[src/rtl/cache_arb_pkg.sv]
// Shared types for the data-cache arbiter: FSM states, owner tags and the
// latched request record. Record fields are sized for the widest configuration.
package cache_arb_pkg;

  localparam int unsigned CA_ADDR_W = 64;
  localparam int unsigned CA_DATA_W = 64;

  typedef enum logic [1:0] {
    IDLE  = 2'd0,
    ISSUE = 2'd1,
    WAIT  = 2'd2
  } arb_state_t;

  typedef enum logic {
    OWN_IFU = 1'b0,
    OWN_LSU = 1'b1
  } owner_t;

  typedef struct packed {
    logic                 op_read;
    logic [CA_ADDR_W-1:0] addr;
    logic [CA_DATA_W-1:0] wdata;
    logic [7:0]           shifter;
    logic [7:0]           dwhb;
    owner_t               owner;
  } cache_req_t;

endpackage

[src/rtl/rr_arb2.sv]
// Two-way round-robin picker. req[0]/grant[0] is the IFU, req[1]/grant[1] the LSU;
// prio names the requester that wins a tie and flips to the loser on every grant.
module rr_arb2
  import cache_arb_pkg::*;
(
  input  logic       clk,
  input  logic       reset,
  input  logic [1:0] req,
  input  logic       advance,
  output logic [1:0] grant
);

  owner_t prio;

  always_comb begin
    grant = req;
    if (req == 2'b11) begin
      grant = (prio == OWN_LSU) ? 2'b10 : 2'b01;
    end
  end

  always_ff @(posedge clk or posedge reset) begin
    if (reset) begin
      prio <= OWN_LSU;
    end else if (advance && (grant != 2'b00)) begin
      prio <= grant[1] ? OWN_IFU : OWN_LSU;
    end
  end

endmodule

[src/rtl/cache_arbiter.sv]
// Arbitrates IFU and LSU requests onto the single-ported data cache, one
// request in flight, and steers the cache result pulse back to its owner.
module cache_arbiter
  import cache_arb_pkg::*;
#(
  parameter int unsigned ADDR_WIDTH = 64,
  parameter int unsigned DATA_WIDTH = 64
) (
  input  logic                  clk,
  input  logic                  reset,
  input  logic                  ifu_req_valid,
  output logic                  ifu_req_ready,
  input  logic [ADDR_WIDTH-1:0] ifu_addr,
  output logic                  ifu_resp_valid,
  output logic [DATA_WIDTH-1:0] ifu_resp_data,
  input  logic                  lsu_req_valid,
  output logic                  lsu_req_ready,
  input  logic                  lsu_op_read,
  input  logic [ADDR_WIDTH-1:0] lsu_addr,
  input  logic [DATA_WIDTH-1:0] lsu_wdata,
  input  logic [7:0]            lsu_write_shifter,
  input  logic [7:0]            lsu_write_DWHB,
  output logic                  lsu_resp_valid,
  output logic [DATA_WIDTH-1:0] lsu_resp_data,
  output logic                  cache_valid,
  input  logic                  cache_ready,
  output logic                  cache_op_read,
  output logic [ADDR_WIDTH-1:0] cache_read_address,
  output logic [ADDR_WIDTH-1:0] cache_write_address,
  output logic [DATA_WIDTH-1:0] cache_write_data,
  output logic [7:0]            cache_write_shifter,
  output logic [7:0]            cache_write_DWHB,
  input  logic                  cache_out_valid,
  input  logic [DATA_WIDTH-1:0] cache_data
);

  arb_state_t state, state_next;
  cache_req_t req_q, req_d;
  logic       req_load;
  logic       advance;
  logic [1:0] grant;
  logic [7:0] ignore_count;

  rr_arb2 u_rr_arb2 (
    .clk     (clk),
    .reset   (reset),
    .req     ({lsu_req_valid, ifu_req_valid}),
    .advance (advance),
    .grant   (grant)
  );

  always_comb begin
    state_next     = state;
    advance        = 1'b0;
    req_load       = 1'b0;
    req_d          = '0;
    ifu_req_ready  = 1'b0;
    lsu_req_ready  = 1'b0;
    cache_valid    = 1'b0;
    ifu_resp_valid = 1'b0;
    lsu_resp_valid = 1'b0;
    ifu_resp_data  = '0;
    lsu_resp_data  = '0;
    case (state)
      IDLE: begin
        if ((ifu_req_valid || lsu_req_valid) && cache_ready) begin
          advance    = 1'b1;
          req_load   = 1'b1;
          state_next = ISSUE;
          if (grant[1]) begin
            lsu_req_ready = 1'b1;
            req_d.op_read = lsu_op_read;
            req_d.addr    = CA_ADDR_W'(lsu_addr);
            req_d.wdata   = CA_DATA_W'(lsu_wdata);
            req_d.shifter = lsu_write_shifter;
            req_d.dwhb    = lsu_write_DWHB;
            req_d.owner   = OWN_LSU;
          end else begin
            ifu_req_ready = 1'b1;
            req_d.op_read = 1'b1;
            req_d.addr    = CA_ADDR_W'(ifu_addr);
            req_d.owner   = OWN_IFU;
          end
        end
      end
      ISSUE: begin
        cache_valid = 1'b1;
        if (cache_ready) state_next = WAIT;
      end
      WAIT: begin
        if (cache_out_valid) begin
          state_next = IDLE;
          if (req_q.owner == OWN_LSU) begin
            lsu_resp_valid = 1'b1;
            if (req_q.op_read) lsu_resp_data = cache_data;
          end else begin
            ifu_resp_valid = 1'b1;
            ifu_resp_data  = cache_data;
          end
        end
      end
      default: state_next = IDLE;
    endcase
  end

  always_ff @(posedge clk or posedge reset) begin
    if (reset) begin
      state        <= IDLE;
      req_q        <= '0;
      ignore_count <= '0;
    end else begin
      state <= state_next;
      if (req_load) req_q <= req_d;
      if (cache_out_valid && (state != WAIT) && (ignore_count != 8'hFF)) begin
        ignore_count <= ignore_count + 8'd1;
      end
    end
  end

  // Write address is only meaningful for LSU requests; IFU fetches present 0.
  assign cache_op_read       = req_q.op_read;
  assign cache_read_address  = ADDR_WIDTH'(req_q.addr);
  assign cache_write_address = (req_q.owner == OWN_LSU) ? ADDR_WIDTH'(req_q.addr) : '0;
  assign cache_write_data    = DATA_WIDTH'(req_q.wdata);
  assign cache_write_shifter = req_q.shifter;
  assign cache_write_DWHB    = req_q.dwhb;

endmodule

[config.mk]
export PLATFORM = sky130hd
export DESIGN_NAME = cache_arbiter
export DESIGN_NICKNAME = d
export VERILOG_FILES = /design/src/rtl/cache_arb_pkg.sv /design/src/rtl/rr_arb2.sv /design/src/rtl/cache_arbiter.sv
export SDC_FILE = /design/constraint.sdc
export NUM_CORES = 1
export LEC_CHECK = 0
export CAP_MARGIN = 5
export CORE_AREA = 10 10 236 238
export CTS_CLUSTER_DIAMETER = 150
export DETAILED_ROUTE_END_ITERATION = 8
export DIE_AREA = 0 0 246 248
export SYNTH_ARGS = -nofsm -noshare
export SYNTH_HDL_FRONTEND = slang
export SYNTH_SLANG_ARGS = --single-unit
[constraint.sdc]
create_clock -name clk -period 5.2 [get_ports clk]
set_input_delay 0.52 -clock clk [delete_from_list [all_inputs] [get_ports clk]]
set_output_delay 0.52 -clock clk [all_outputs]
set_load 0.03 [all_outputs]
; Yosys cells after proc, flatten, opt, wreduce, memory -nomap -nowiden
; Index checks and enable logic that the tools add are counted.
[word_totals]
regBits = 149
out_inout_bits = 342
[op_classes]
mux = 33
n_eq_ne = 6
reduce_logical = 6
[ops]
columns = operator, n
row1 = 2-to-1 mux 64 bit, 8
row2 = 2-to-1 mux 146 bit, 2
row3 = 2-to-1 mux 80 bit, 1
row4 = 2-to-1 mux 65 bit, 1
row5 = 2-to-1 mux 1 bit, 15
row6 = 2-to-1 mux 2 bit, 5
row7 = "!= test 2 bit, second input constant", 3
row8 = case mux 2 bit (3 select lines), 1
row9 = "equality test 2 bit, second input constant", 2
row10 = AND reduction 3 bit, 1
row11 = "equality test 2 x 1 -> 1 bit, second input constant", 1
row12 = logical AND 1 bit, 2
row13 = zero test 2 bit, 1
row14 = nonzero test 2 bit, 1
row15 = logical OR 1 bit, 1

; Logic depth before layout (Yosys ltp)
; Gate-level depths: netlist of run 1.
[logic_depth]
depth_word = 5
mapped_depth = 6
ltp_nobuf = 3

; Hierarchy
; Synthesis of run 1 repeated with hierarchy kept, for this count alone.
[hier_totals]
hier_cells = 936
area_unflattened_um2 = 9288.9
[by_module_without_submodules]
columns = module, instances, cells_each, seq_area_each_um2, area_each_um2
row1 = cache_arbiter, 1, 929, 3703.6, 9228.9
row2 = rr_arb2, 1, 7, 26.3, 60.1

; Least setup slack after synthesis of run 1
; Ideal clock, no wire load.
[synth_path]
kind = input -> output
from = input cache_out_valid
to = output lsu_resp_data[46]
stages = 4
arrival_ps = 1622
slack_ps = 3058
path_cell_list = and3b_1 > and2_1 > clkbuf_1 > and3_1
[synth_via]
elab_chain_cells = 2
[synth_lines]
columns = item, line_no
row1 = start: declaration, cache_arbiter.sv:33  ; input logic cache_out_valid,
row2 = 2-to-1 mux 64 bit, cache_arbiter.sv:91  ; if (cache_out_valid) begin
row3 = 2-to-1 mux 64 bit, cache_arbiter.sv:64  ; case (state)
row4 = end: declaration, cache_arbiter.sv:24  ; output logic [DATA_WIDTH-1:0] lsu_resp_data,
; No other way between the ends.

; Final worst setup path of run 1
[layout_path]
from = register req_q[0] in the netlist's numbering
to = output lsu_resp_data[37]
[layout_via]
elab_chain_cells = 3
[layout_lines]
columns = item, line_no
row1 = start: declaration, cache_arbiter.sv:38  ; cache_req_t req_q, req_d;
row2 = start signal: assignment, cache_arbiter.sv:113  ; if (req_load) req_q <= req_d;
row3 = 2-to-1 mux 64 bit, cache_arbiter.sv:93  ; if (req_q.owner == OWN_LSU) begin
row4 = 2-to-1 mux 64 bit, cache_arbiter.sv:91
row5 = 2-to-1 mux 64 bit, cache_arbiter.sv:64
; No other way between the ends.

==> run_summary.xml, run 1 <==
<?xml version="1.0" encoding="UTF-8"?>
<metrics>
  <group name="grt">
    <metric name="via_count_of_the_first_global_routing_pass" unit="">9166</metric>
    <metric name="global_route_wire_length_before_repair" unit="um">63800</metric>
    <metric name="antenna_found_initial" unit="">12</metric>
    <metric name="overflow_left_after_global_routing" unit="">0</metric>
    <metric name="grt_max_degree" unit="">129</metric>
    <metric name="gr-usage-all-layers" unit="%">14.1</metric>
  </group>
  <group name="logic_synthesis">
    <metric name="synth_nets" unit="">1228</metric>
    <metric name="synthesized_area_fraction_occupied_by_xor_and_xnor_cells" unit="%">0</metric>
    <metric name="ys_ff_latch" unit="">149</metric>
    <metric name="ys_seq_area_share" unit="%">41.9</metric>
    <metric name="ys_warn_count" unit="">0</metric>
    <metric name="synth_area_per_inst" unit="um2">9.37</metric>
    <metric name="synth_mux_area_share" unit="%">0</metric>
    <metric name="syn_inst" unit="">949</metric>
    <metric name="combinational_family_with_the_most_area_after_synthesis" unit="">simple AND/OR/NAND/NOR gates</metric>
    <metric name="synth_area" unit="um2">8890</metric>
    <metric name="post_synth_fa_ha_maj_area_fraction" unit="%">0</metric>
    <metric name="netlist-cell-type-count" unit="">23</metric>
    <metric name="synthSimpleGateAreaFrac" unit="%">20.9</metric>
    <metric name="post_synthesis_compound_gate_area_fraction" unit="%">20.0</metric>
  </group>
  <group name="routing">
    <metric name="ant_nets" unit="">0</metric>
    <metric name="overall_routed_net_length" unit="um">45900</metric>
    <metric name="wl_per_cell" unit="um">22.3</metric>
    <metric name="viasPerCell" unit="">4.35</metric>
    <metric name="vias" unit="">8945</metric>
    <metric name="drtPass1Iterations" unit="">5</metric>
    <metric name="drt_first_iter_violations" unit="">528</metric>
    <metric name="route.detailed.drc" unit="">0</metric>
  </group>
  <group name="cells_and_area">
    <metric name="final_core_utilization" unit="%">29.8</metric>
    <metric name="area_growth_from_synthesis_to_layout" unit="%">70.9</metric>
    <metric name="layout.cells.non_filler" unit="">2057</metric>
    <metric name="register_area" unit="um2">3730</metric>
    <metric name="multiInputGateArea" unit="um2">3670</metric>
    <metric name="final_layout_size_suffix_gt1_share" unit="%">4.39</metric>
    <metric name="nFillCells" unit="">5324</metric>
    <metric name="num-nets-final" unit="">1634</metric>
    <metric name="finalInstanceArea" unit="um2">15200</metric>
  </group>
  <group name="placement">
    <metric name="placement.cell_area" unit="um2">14600</metric>
    <metric name="placedCellCount" unit="">2016</metric>
    <metric name="detailedPlacementHpwl" unit="um">35900</metric>
    <metric name="port_buffers" unit="">620</metric>
    <metric name="place_congestion" unit="">0.900</metric>
  </group>
  <group name="timing">
    <metric name="timing.clock.skew" unit="ns">0.00705</metric>
    <metric name="finalSetupViolations" unit="">0</metric>
    <metric name="drv_slew" unit="">0</metric>
    <metric name="final-hold-violation-count" unit="">0</metric>
    <metric name="fmax" unit="MHz">269</metric>
    <metric name="post-route-min-period" unit="ns">3.72</metric>
    <metric name="maxSlewHeadroom" unit="%">18.8</metric>
    <metric name="finalCritPeriodShare" unit="%">71.6</metric>
    <metric name="timing.setup.tns" unit="ns">0</metric>
    <metric name="rsz0062_at_grt" unit="">false</metric>
    <metric name="tightest_slew" unit="ns">1.22</metric>
  </group>
  <group name="min_path">
    <metric name="min-delay-path-class" unit="">input port to asynchronous set/reset pin</metric>
  </group>
  <group name="pwr">
    <metric name="power.share.clock" unit="%">14.7</metric>
    <metric name="sw_frac_of_total" unit="%">47.0</metric>
    <metric name="power_frac_seq" unit="%">25.1</metric>
    <metric name="power.share.combinational" unit="%">60.2</metric>
    <metric name="cell_area_power_density" unit="nW/um2">570</metric>
    <metric name="power_report.internal_total" unit="W">0.00459</metric>
    <metric name="power.switching" unit="W">0.00407</metric>
    <metric name="leakage" unit="nW">5.95</metric>
    <metric name="worst_ir_drop_on_vdd" unit="V">0.000289</metric>
    <metric name="totalPowerFinal" unit="W">0.00866</metric>
  </group>
  <group name="critical_path">
    <metric name="r2r_cells" unit="">5</metric>
    <metric name="r2r-end" unit="">cache_read_address[53]</metric>
    <metric name="path_max_fanout" unit="">67</metric>
    <metric name="rr_startpoint" unit="">state[1]</metric>
    <metric name="crit_path_max_delay_cell_type" unit="">and2_2</metric>
    <metric name="largest_stage_delay_on_the_critical_path" unit="ns">0.90</metric>
    <metric name="critical_path_arrival" unit="ns">3.20</metric>
    <metric name="critical_path.startpoint_type" unit="">flop</metric>
    <metric name="worstPathRequired" unit="ns">4.68</metric>
    <metric name="critical_path.n_buffers_inverters" unit="">2</metric>
    <metric name="critical-path-top-delay-family" unit="">simple AND/OR/NAND/NOR gates</metric>
    <metric name="crit_path_end_kind" unit="">output pin</metric>
    <metric name="r2r_slack" unit="ns">2.54</metric>
    <metric name="crit_type" unit="">flop to output pin</metric>
    <metric name="crit_path_cell_trace" unit="">buf_4 -&gt; and2_2 -&gt; and3_1 -&gt; clkdlybuf4s50_1</metric>
  </group>
  <group name="job">
    <metric name="drv_cap" unit="">0</metric>
  </group>
  <group name="clock_tree">
    <metric name="htree_num_levels" unit="">4</metric>
    <metric name="clk_pin_slew_worst_paths" unit="ns">0.07</metric>
    <metric name="cts-root-buf" unit="">clkbuf_16</metric>
    <metric name="post_cts_hold_buffer_count" unit="">0</metric>
    <metric name="worstSkewPairLatency" unit="ns">0.47</metric>
    <metric name="cts_resized" unit="">0</metric>
    <metric name="cts-root-to-sink-buffers" unit="">2</metric>
    <metric name="tritoncts" unit="">done</metric>
    <metric name="number_of_buffers_created_by_cts" unit="">17</metric>
    <metric name="numClockSinks" unit="">149</metric>
    <metric name="cts_setup_buffers" unit="">0</metric>
  </group>
  <group name="floorplanning">
    <metric name="top_level_ports" unit="">621</metric>
    <metric name="core_region_area" unit="um2">51000</metric>
    <metric name="die_height" unit="um">248</metric>
    <metric name="floorplan.initialDensity" unit="%">17.4</metric>
    <metric name="core.rowCount" unit="">83</metric>
    <metric name="dieArea" unit="um2">61000</metric>
    <metric name="chipWidth" unit="um">246</metric>
  </group>
  <group name="run_status">
    <metric name="outcome" unit="">finished clean</metric>
  </group>
</metrics>
[power by group through the flow]
stage / clock network (W) / logic, W / registers [W]
2_1_floorplan: 0 / 0.00374 / 0.00201
3_3_place_gp: 0 / 0.00524 / 0.00218
3_5_place_dp: 0 / 0.00527 / 0.00220
4_1_cts: 0.00133 / 0.00528 / 0.00218
5_1_grt: 0.00136 / 0.00548 / 0.00225
6_report: 0.00127 / 0.00521 / 0.00217
[cell usage after synthesis]
| cell type | n | area share, % |
|---|---|---|
| and2_1 | 130 | 9.1 |
| nand2b_1 | 2 | 0.14 |
| nor2b_1 | 2 | 0.14 |
| o21ai_0 | 66 | 3.7 |
| dfrtp_1 | 148 | 42 |
| a21o_1 | 1 | 0.084 |
| nand4b_1 | 64 | 6.3 |
| or2_2 | 1 | 0.070 |
| buf_4 | 151 | 13 |
| a31oi_1 | 65 | 4.6 |
| buf_2 | 18 | 1.0 |
| nand3b_1 | 1 | 0.084 |
| a22o_1 | 80 | 7.9 |
| nor2_1 | 3 | 0.13 |
| a21oi_1 | 66 | 3.7 |
| and3b_1 | 1 | 0.098 |
| clkbuf_1 | 78 | 3.3 |
| dfstp_2 | 1 | 0.30 |
| nand2_1 | 1 | 0.042 |
| nor3b_1 | 1 | 0.084 |
| and3_1 | 64 | 4.5 |
| nor3b_2 | 1 | 0.14 |
| inv_1 | 4 | 0.17 |
[layer usage]
metal,vias to the layer above,part of all wire [%],GRT usage [%]
li1,4079,-,-
met3,49,9.2,5.46
met2,428,52,24.7
met5,-,0.052,0
met4,4,2.3,6.43
met1,4385,37,14.7
[worst register-to-register path, cell delays in order, from the launching register on]
cell	delay [ns]
dfrtp_1	0.45
nor3b_4	0.22
buf_4	0.31
and2_2	1.01
buf_4	0.43
a31oi_1	0.11
[final cells by class]
cell class / count / share of cell area, %
flip-flops and latches: 149 / 24.6
inverters: 4 / 0.132
multi-input cells: 549 / 24.1
repair buffers: 634 / 41.6
clock inverters: 15 / 1.07
well taps: 680 / 5.60
diodes: 9 / 0.148
clock buffers: 17 / 2.80
[cell families (layout without fill, tap and decap cells)]
family                 count (synthesis)  in the layout
buffers and inverters                251            670
and+or+nand+nor                      271            271
DFF                                  149            149
AOI/OAI and AO/OA                    278            278
other                                  0              9
[flip-flops by register name, summed over array words and instances (netlist names)]
| signal | cells |
|---|---|
| cache_write_data | 64 |
| cache_op_read | 1 |
| cache_read_address | 64 |
| req_q | 1 |
| cache_write_DWHB | 8 |
| cache_write_shifter | 8 |
| u_rr_arb2.prio | 1 |
| state | 2 |
[cell usage in the layout, fill, tap and decap left out, types with 2 or more instances in the layout]
master / count
nand4b_1: 64
buf_2: 2
nor2b_4: 2
inv_1: 2
clkdlybuf4s50_1: 618
nand2b_1: 2
a22o_1: 80
and2_2: 2
clkinvlp_4: 3
a31oi_1: 65
and2_1: 128
diode_2: 9
inv_6: 5
buf_4: 13
nor2_1: 3
o21ai_0: 66
inv_8: 4
and3_1: 64
dfrtp_1: 147
a21oi_1: 66
clkbuf_16: 17
[how the worst max path moves through the flow]
| stage | cells past startpoint | startpoint | slack, ns | endpoint |
|---|---|---|---|---|
| floorplan | 1 | reset | 0.67 | cache_op_read |
| global placement | 5 | cache_out_valid | 1.79 | lsu_resp_data[19] |
| detailed placement | 5 | cache_out_valid | 1.70 | ifu_resp_data[51] |
| CTS | 4 | req_q[0] | 1.40 | lsu_resp_data[37] |
| global route | 4 | req_q[0] | 1.26 | lsu_resp_data[41] |
| finish | 4 | req_q[0] | 1.48 | lsu_resp_data[37] |
[stage by stage]
| step | hold slack, ns | worst slack, ns |
|---|---|---|
| 2_1_floorplan | 0.474 | 0.674 |
| 3_3_place_gp | 0.489 | 1.79 |
| 3_5_place_dp | 0.490 | 1.70 |
| 4_1_cts | 0.426 | 1.40 |
| 5_1_grt | 0.474 | 1.26 |
| 6_report | 0.497 | 1.48 |
Note: power is estimated with default switching activity, not from simulation.
==> run 2: changes to the inputs <==
Clock period 5.2 ns to 3.5 ns, I/O delays scaled along.
==> run 2 against run 1 <==
Net effect: cell area rose by 1.1%; largest power group unchanged; power rose by 50%; worst setup slack got worse by 1.1 ns; hold slack got worse by 0.10 ns.
==> run_summary.xml, run 2 (synthesis results as in run 1) <==
<?xml version="1.0" encoding="UTF-8"?>
<metrics>
  <group name="run_status">
    <metric name="outcome" unit="">finished clean</metric>
  </group>
  <group name="timing">
    <metric name="post-route-min-period" unit="ns">3.12</metric>
    <metric name="timing.clock.skew" unit="ns">0.0148</metric>
    <metric name="tightest_slew" unit="ns">1.08</metric>
    <metric name="fin_worst_hold_slack" unit="ns">0.394</metric>
    <metric name="fmax" unit="MHz">320</metric>
    <metric name="finalCritPeriodShare" unit="%">89.2</metric>
    <metric name="timing.setup.tns" unit="ns">0</metric>
    <metric name="maxSlewHeadroom" unit="%">28.1</metric>
    <metric name="final-hold-violation-count" unit="">0</metric>
    <metric name="drv_slew" unit="">0</metric>
    <metric name="rsz0062_at_grt" unit="">false</metric>
    <metric name="finalSetupViolations" unit="">0</metric>
  </group>
  <group name="job">
    <metric name="drv_cap" unit="">0</metric>
  </group>
  <group name="cells_and_area">
    <metric name="nFillCells" unit="">5325</metric>
    <metric name="final_core_utilization" unit="%">30.1</metric>
    <metric name="area_growth_from_synthesis_to_layout" unit="%">72.7</metric>
    <metric name="final_common_cell" unit="">clkdlybuf4s50_1</metric>
    <metric name="layout.cells.non_filler" unit="">2058</metric>
    <metric name="multiInputGateArea" unit="um2">3660</metric>
    <metric name="num-nets-final" unit="">1643</metric>
    <metric name="register_area" unit="um2">3730</metric>
    <metric name="mostFrequentLayoutCells" unit="">clkdlybuf4s50_1 (609), dfrtp_1 (147), and2_1 (129)</metric>
    <metric name="final_layout_size_suffix_gt1_share" unit="%">5.59</metric>
  </group>
  <group name="clock_tree">
    <metric name="cts-root-to-sink-buffers" unit="">2</metric>
    <metric name="cts_setup_buffers" unit="">0</metric>
    <metric name="tritoncts" unit="">done</metric>
    <metric name="clk_pin_slew_worst_paths" unit="ns">0.08</metric>
    <metric name="numClockSinks" unit="">149</metric>
    <metric name="cts-root-buf" unit="">clkbuf_16</metric>
    <metric name="number_of_buffers_created_by_cts" unit="">17</metric>
    <metric name="worstSkewPairLatency" unit="ns">0.48</metric>
    <metric name="post_cts_hold_buffer_count" unit="">0</metric>
    <metric name="htree_num_levels" unit="">4</metric>
    <metric name="cts_resized" unit="">0</metric>
  </group>
  <group name="pwr">
    <metric name="worst_ir_drop_on_vdd" unit="V">0.000501</metric>
    <metric name="cell_area_power_density" unit="nW/um2">845</metric>
    <metric name="totalPowerFinal" unit="W">0.0130</metric>
    <metric name="leakage" unit="nW">6.06</metric>
  </group>
  <group name="routing">
    <metric name="drtPass1Iterations" unit="">4</metric>
    <metric name="ant_nets" unit="">0</metric>
    <metric name="vias" unit="">8909</metric>
    <metric name="overall_routed_net_length" unit="um">45300</metric>
    <metric name="wl_per_cell" unit="um">22.0</metric>
    <metric name="drt_first_iter_violations" unit="">342</metric>
    <metric name="route.detailed.drc" unit="">0</metric>
    <metric name="viasPerCell" unit="">4.33</metric>
  </group>
  <group name="floorplanning">
    <metric name="dieArea" unit="um2">61000</metric>
    <metric name="die_height" unit="um">248</metric>
    <metric name="core_region_area" unit="um2">51000</metric>
    <metric name="core.rowCount" unit="">83</metric>
    <metric name="floorplan.initialDensity" unit="%">17.4</metric>
    <metric name="chipWidth" unit="um">246</metric>
    <metric name="top_level_ports" unit="">621</metric>
  </group>
  <group name="grt">
    <metric name="antenna_found_initial" unit="">4</metric>
    <metric name="grt_max_degree" unit="">129</metric>
    <metric name="via_count_of_the_first_global_routing_pass" unit="">9371</metric>
    <metric name="overflow_left_after_global_routing" unit="">0</metric>
    <metric name="global_route_wire_length_before_repair" unit="um">64600</metric>
    <metric name="gr-usage-all-layers" unit="%">14.1</metric>
  </group>
  <group name="placement">
    <metric name="port_buffers" unit="">620</metric>
    <metric name="place_congestion" unit="">0.850</metric>
    <metric name="placedCellCount" unit="">2025</metric>
    <metric name="detailedPlacementHpwl" unit="um">34200</metric>
  </group>
  <group name="critical_path">
    <metric name="critical_path_arrival" unit="ns">2.77</metric>
    <metric name="path_max_fanout" unit="">65</metric>
    <metric name="critical_path.startpoint_type" unit="">flop</metric>
    <metric name="crit_type" unit="">flop to output pin</metric>
    <metric name="worstPathRequired" unit="ns">3.15</metric>
    <metric name="crit_path_end_kind" unit="">output pin</metric>
  </group>
  <group name="min_path">
    <metric name="min-delay-path-class" unit="">input port to asynchronous set/reset pin</metric>
  </group>
</metrics>
==> run 2: cell types whose count changed in the layout (fill, tap and decap cells not counted), sizes merged <==
cell           change
diode              -8
clkinv             +4
clkinvlp           -2
clkdlybuf4s50      -9
inv                -1
buf               +18
bufinv             -1
==> run 2: layer usage <==
| metal | global-route usage [%] | vias to the layer above | wire (um) |
|---|---|---|---|
| met5 | 0 | - | 47 |
| met4 | 4.83 | 6 | 844 |
| met3 | 5.51 | 44 | 4360 |
| met2 | 23.4 | 434 | 22100 |
| met1 | 16.4 | 4337 | 17900 |
| li1 | - | 4088 | - |
==> run 2: per-stage QoR <==
stage | setup slack [ns] | cell area (um2)
after floorplan | 1.28 | 8900
after global placement | 0.581 | 14700
after detailed placement | 0.626 | 14700
after CTS | 0.350 | 15400
after global routing | 0.200 | 15400
final | 0.378 | 15400
==> run 2: final cells by class <==
class / instances / area share (%)
antenna: 1 / 0.0163
clock buffer: 17 / 2.77
clock inverter: 15 / 1.28
inverter: 4 / 0.122
multi-input combinational: 549 / 23.8
sequential: 149 / 24.3
tap: 680 / 5.54
timing repair buffer: 643 / 42.1
==> run 2: where the power goes <==
part           total (W)  switching, W  leakage, nW  internal [W]
logic            0.00772       0.00445         3.94       0.00327
clock network    0.00197      0.000990        0.302      0.000983
registers        0.00328      0.000719         1.82       0.00256
total             0.0130       0.00616         6.06       0.00681
==> run 2: final timing paths <==
kind                                      from  slack (ns)  cells past startpoint              endpoint
setup / recovery                      req_q[0]        0.38                      4     lsu_resp_data[46]
hold / removal                           reset        0.39                      2  cache_write_data[49]
setup reg to reg                      state[1]        1.27                      5  cache_write_data[43]
hold reg to reg            cache_write_data[5]        0.50                      1   cache_write_data[5]
max in group asynchronous                reset        2.29                      3   cache_write_DWHB[5]
min in group clk                   lsu_op_read        0.42                      3         cache_op_read
==> run 2: worst max-delay path: stages (launching register included) <==
cell	delay (ns)
dfrtp_2	0.65
and2_1	0.20
buf_4	0.45
and3_1	0.24
clkdlybuf4s50_1	0.68
==> run 3: changes to the inputs <==
Settings changed: CORE_AREA 10 10 236 238 to 2 2 241 243, DIE_AREA 0 0 246 248 to 0 0 243 245.
==> run 3 against run 2 <==
Net effect: critical path depth is 1 higher; non-clock buffer count rose by 1; flip-flop and latch count unchanged; combinational power decreased by 1%; largest power group unchanged.
==> run_summary.xml, run 3 (synthesis results as in run 1) <==
<?xml version="1.0" encoding="UTF-8"?>
<metrics>
  <group name="timing">
    <metric name="timing.clock.skew" unit="ns">0.0182</metric>
    <metric name="maxSlewHeadroom" unit="%">45.7</metric>
    <metric name="final-hold-violation-count" unit="">0</metric>
    <metric name="fin_worst_hold_slack" unit="ns">0.377</metric>
    <metric name="finalSetupViolations" unit="">0</metric>
    <metric name="post-route-min-period" unit="ns">3.06</metric>
    <metric name="finalCritPeriodShare" unit="%">87.4</metric>
    <metric name="rsz0062_at_grt" unit="">false</metric>
    <metric name="tightest_slew" unit="ns">0.813</metric>
    <metric name="timing.setup.tns" unit="ns">0</metric>
    <metric name="drv_slew" unit="">0</metric>
    <metric name="fmax" unit="MHz">327</metric>
  </group>
  <group name="critical_path">
    <metric name="crit_path_end_kind" unit="">output pin</metric>
    <metric name="critical_path.startpoint_type" unit="">flop</metric>
    <metric name="r2r_cells" unit="">4</metric>
    <metric name="r2r-end" unit="">cache_read_address[1]</metric>
    <metric name="worstPathRequired" unit="ns">3.15</metric>
    <metric name="critical_path_arrival" unit="ns">2.71</metric>
    <metric name="r2r_slack" unit="ns">1.26</metric>
    <metric name="rr_startpoint" unit="">state[1]</metric>
    <metric name="path_max_fanout" unit="">49</metric>
    <metric name="crit_type" unit="">flop to output pin</metric>
  </group>
  <group name="routing">
    <metric name="viasPerCell" unit="">4.14</metric>
    <metric name="route.detailed.drc" unit="">0</metric>
    <metric name="overall_routed_net_length" unit="um">40500</metric>
    <metric name="drt_first_iter_violations" unit="">424</metric>
    <metric name="drtPass1Iterations" unit="">5</metric>
    <metric name="wl_per_cell" unit="um">18.9</metric>
    <metric name="vias" unit="">8894</metric>
    <metric name="ant_nets" unit="">0</metric>
  </group>
  <group name="clock_tree">
    <metric name="htree_num_levels" unit="">4</metric>
    <metric name="worstSkewPairLatency" unit="ns">0.48</metric>
    <metric name="cts_resized" unit="">0</metric>
    <metric name="cts-root-buf" unit="">clkbuf_16</metric>
    <metric name="tritoncts" unit="">done</metric>
    <metric name="cts-root-to-sink-buffers" unit="">2</metric>
    <metric name="number_of_buffers_created_by_cts" unit="">17</metric>
    <metric name="clk_pin_slew_worst_paths" unit="ns">0.08</metric>
    <metric name="numClockSinks" unit="">149</metric>
    <metric name="post_cts_hold_buffer_count" unit="">0</metric>
    <metric name="cts_setup_buffers" unit="">0</metric>
  </group>
  <group name="run_status">
    <metric name="outcome" unit="">finished clean</metric>
  </group>
  <group name="floorplanning">
    <metric name="floorplan.initialDensity" unit="%">15.6</metric>
    <metric name="top_level_ports" unit="">621</metric>
    <metric name="core_region_area" unit="um2">57000</metric>
    <metric name="die_height" unit="um">245</metric>
    <metric name="chipWidth" unit="um">243</metric>
    <metric name="core.rowCount" unit="">88</metric>
    <metric name="dieArea" unit="um2">59500</metric>
  </group>
  <group name="pwr">
    <metric name="leakage" unit="nW">6.03</metric>
    <metric name="worst_ir_drop_on_vdd" unit="V">0.000414</metric>
    <metric name="cell_area_power_density" unit="nW/um2">837</metric>
  </group>
  <group name="cells_and_area">
    <metric name="area_growth_from_synthesis_to_layout" unit="%">73.5</metric>
    <metric name="final_common_cell" unit="">clkdlybuf4s50_1</metric>
    <metric name="final_layout_size_suffix_gt1_share" unit="%">5.22</metric>
    <metric name="num-nets-final" unit="">1644</metric>
    <metric name="register_area" unit="um2">3730</metric>
    <metric name="multiInputGateArea" unit="um2">3670</metric>
    <metric name="mostFrequentLayoutCells" unit="">clkdlybuf4s50_1 (616), dfrtp_1 (147), and2_1 (128)</metric>
    <metric name="finalInstanceArea" unit="um2">15400</metric>
    <metric name="nFillCells" unit="">6077</metric>
  </group>
  <group name="grt">
    <metric name="gr-usage-all-layers" unit="%">13.2</metric>
    <metric name="overflow_left_after_global_routing" unit="">0</metric>
    <metric name="grt_max_degree" unit="">93</metric>
    <metric name="antenna_found_initial" unit="">4</metric>
    <metric name="global_route_wire_length_before_repair" unit="um">59100</metric>
    <metric name="via_count_of_the_first_global_routing_pass" unit="">9052</metric>
  </group>
  <group name="job">
    <metric name="drv_cap" unit="">0</metric>
  </group>
  <group name="placement">
    <metric name="port_buffers" unit="">620</metric>
    <metric name="place_congestion" unit="">0.798</metric>
    <metric name="detailedPlacementHpwl" unit="um">30100</metric>
    <metric name="placement.cell_area" unit="um2">14800</metric>
  </group>
  <group name="min_path">
    <metric name="min-delay-path-class" unit="">input port to asynchronous set/reset pin</metric>
  </group>
</metrics>
==> run 3: changes by cell type in the layout (fill, tap and decap cells not counted), sizes merged <==
cell and change:
buf -6, clkdlybuf4s50 +7, diode +2
==> run 3: critical path, stage by stage (launching register included) <==
cell and delay, ns:
dfrtp_1 0.48, and3b_1 0.26, and2_2 0.32, buf_12 0.24, and3_1 0.22, clkdlybuf4s50_1 0.67
==> run 3: worst max path at each step <==
stage | slack, ns | cells past startpoint | to | start
finish | 0.44 | 5 | lsu_resp_data[62] | state[0]
global route | 0.25 | 5 | ifu_resp_data[50] | state[0]
CTS | 0.36 | 5 | ifu_resp_data[3] | state[0]
detailed placement | 0.65 | 6 | ifu_resp_data[6] | cache_out_valid
global placement | 0.66 | 6 | ifu_resp_data[3] | cache_out_valid
floorplan | 1.28 | 1 | cache_op_read | reset
==> run 3: cell type report <==
class	count	area share, %
Timing Repair Buffer	644	41.6
Tap cell	765	6.20
Multi-Input combinational cell	549	23.8
Sequential cell	149	24.2
Clock buffer	17	2.76
Clock inverter	15	1.27
Antenna cell	3	0.0487
Inverter	4	0.122
==> run 3: through the flow <==
step | std cells | util [%] | power [W] | setup WS [ns]
3_3_place_gp | 2111 | 25.9 | 0.0110 | 0.656
4_1_cts | 2143 | 27.0 | 0.0131 | 0.356
3_5_place_dp | 2111 | 25.9 | 0.0110 | 0.649
2_1_floorplan | 949 | - | 0.00853 | 1.28
5_1_grt | 2144 | 27.0 | 0.0136 | 0.249
6_report | 2146 | 27.0 | 0.0129 | 0.440
==> run 3: layer usage <==
layer / share of wire (%) / GRT usage [%] / vias up / routed length [um]
li1: - / - / 4097 / -
met1: 43 / 16.7 / 4333 / 17500
met2: 47 / 21.0 / 418 / 18900
met3: 8.1 / 4.53 / 44 / 3270
met4: 1.9 / 4.33 / 2 / 767
met5: 0.032 / 0 / - / 13
==> run 3: power breakdown <==
group          total, W  switching [W]  internal, W
registers       0.00330       0.000737      0.00256
logic           0.00763        0.00437      0.00326
clock network   0.00198       0.000996     0.000984
total            0.0129        0.00610      0.00680
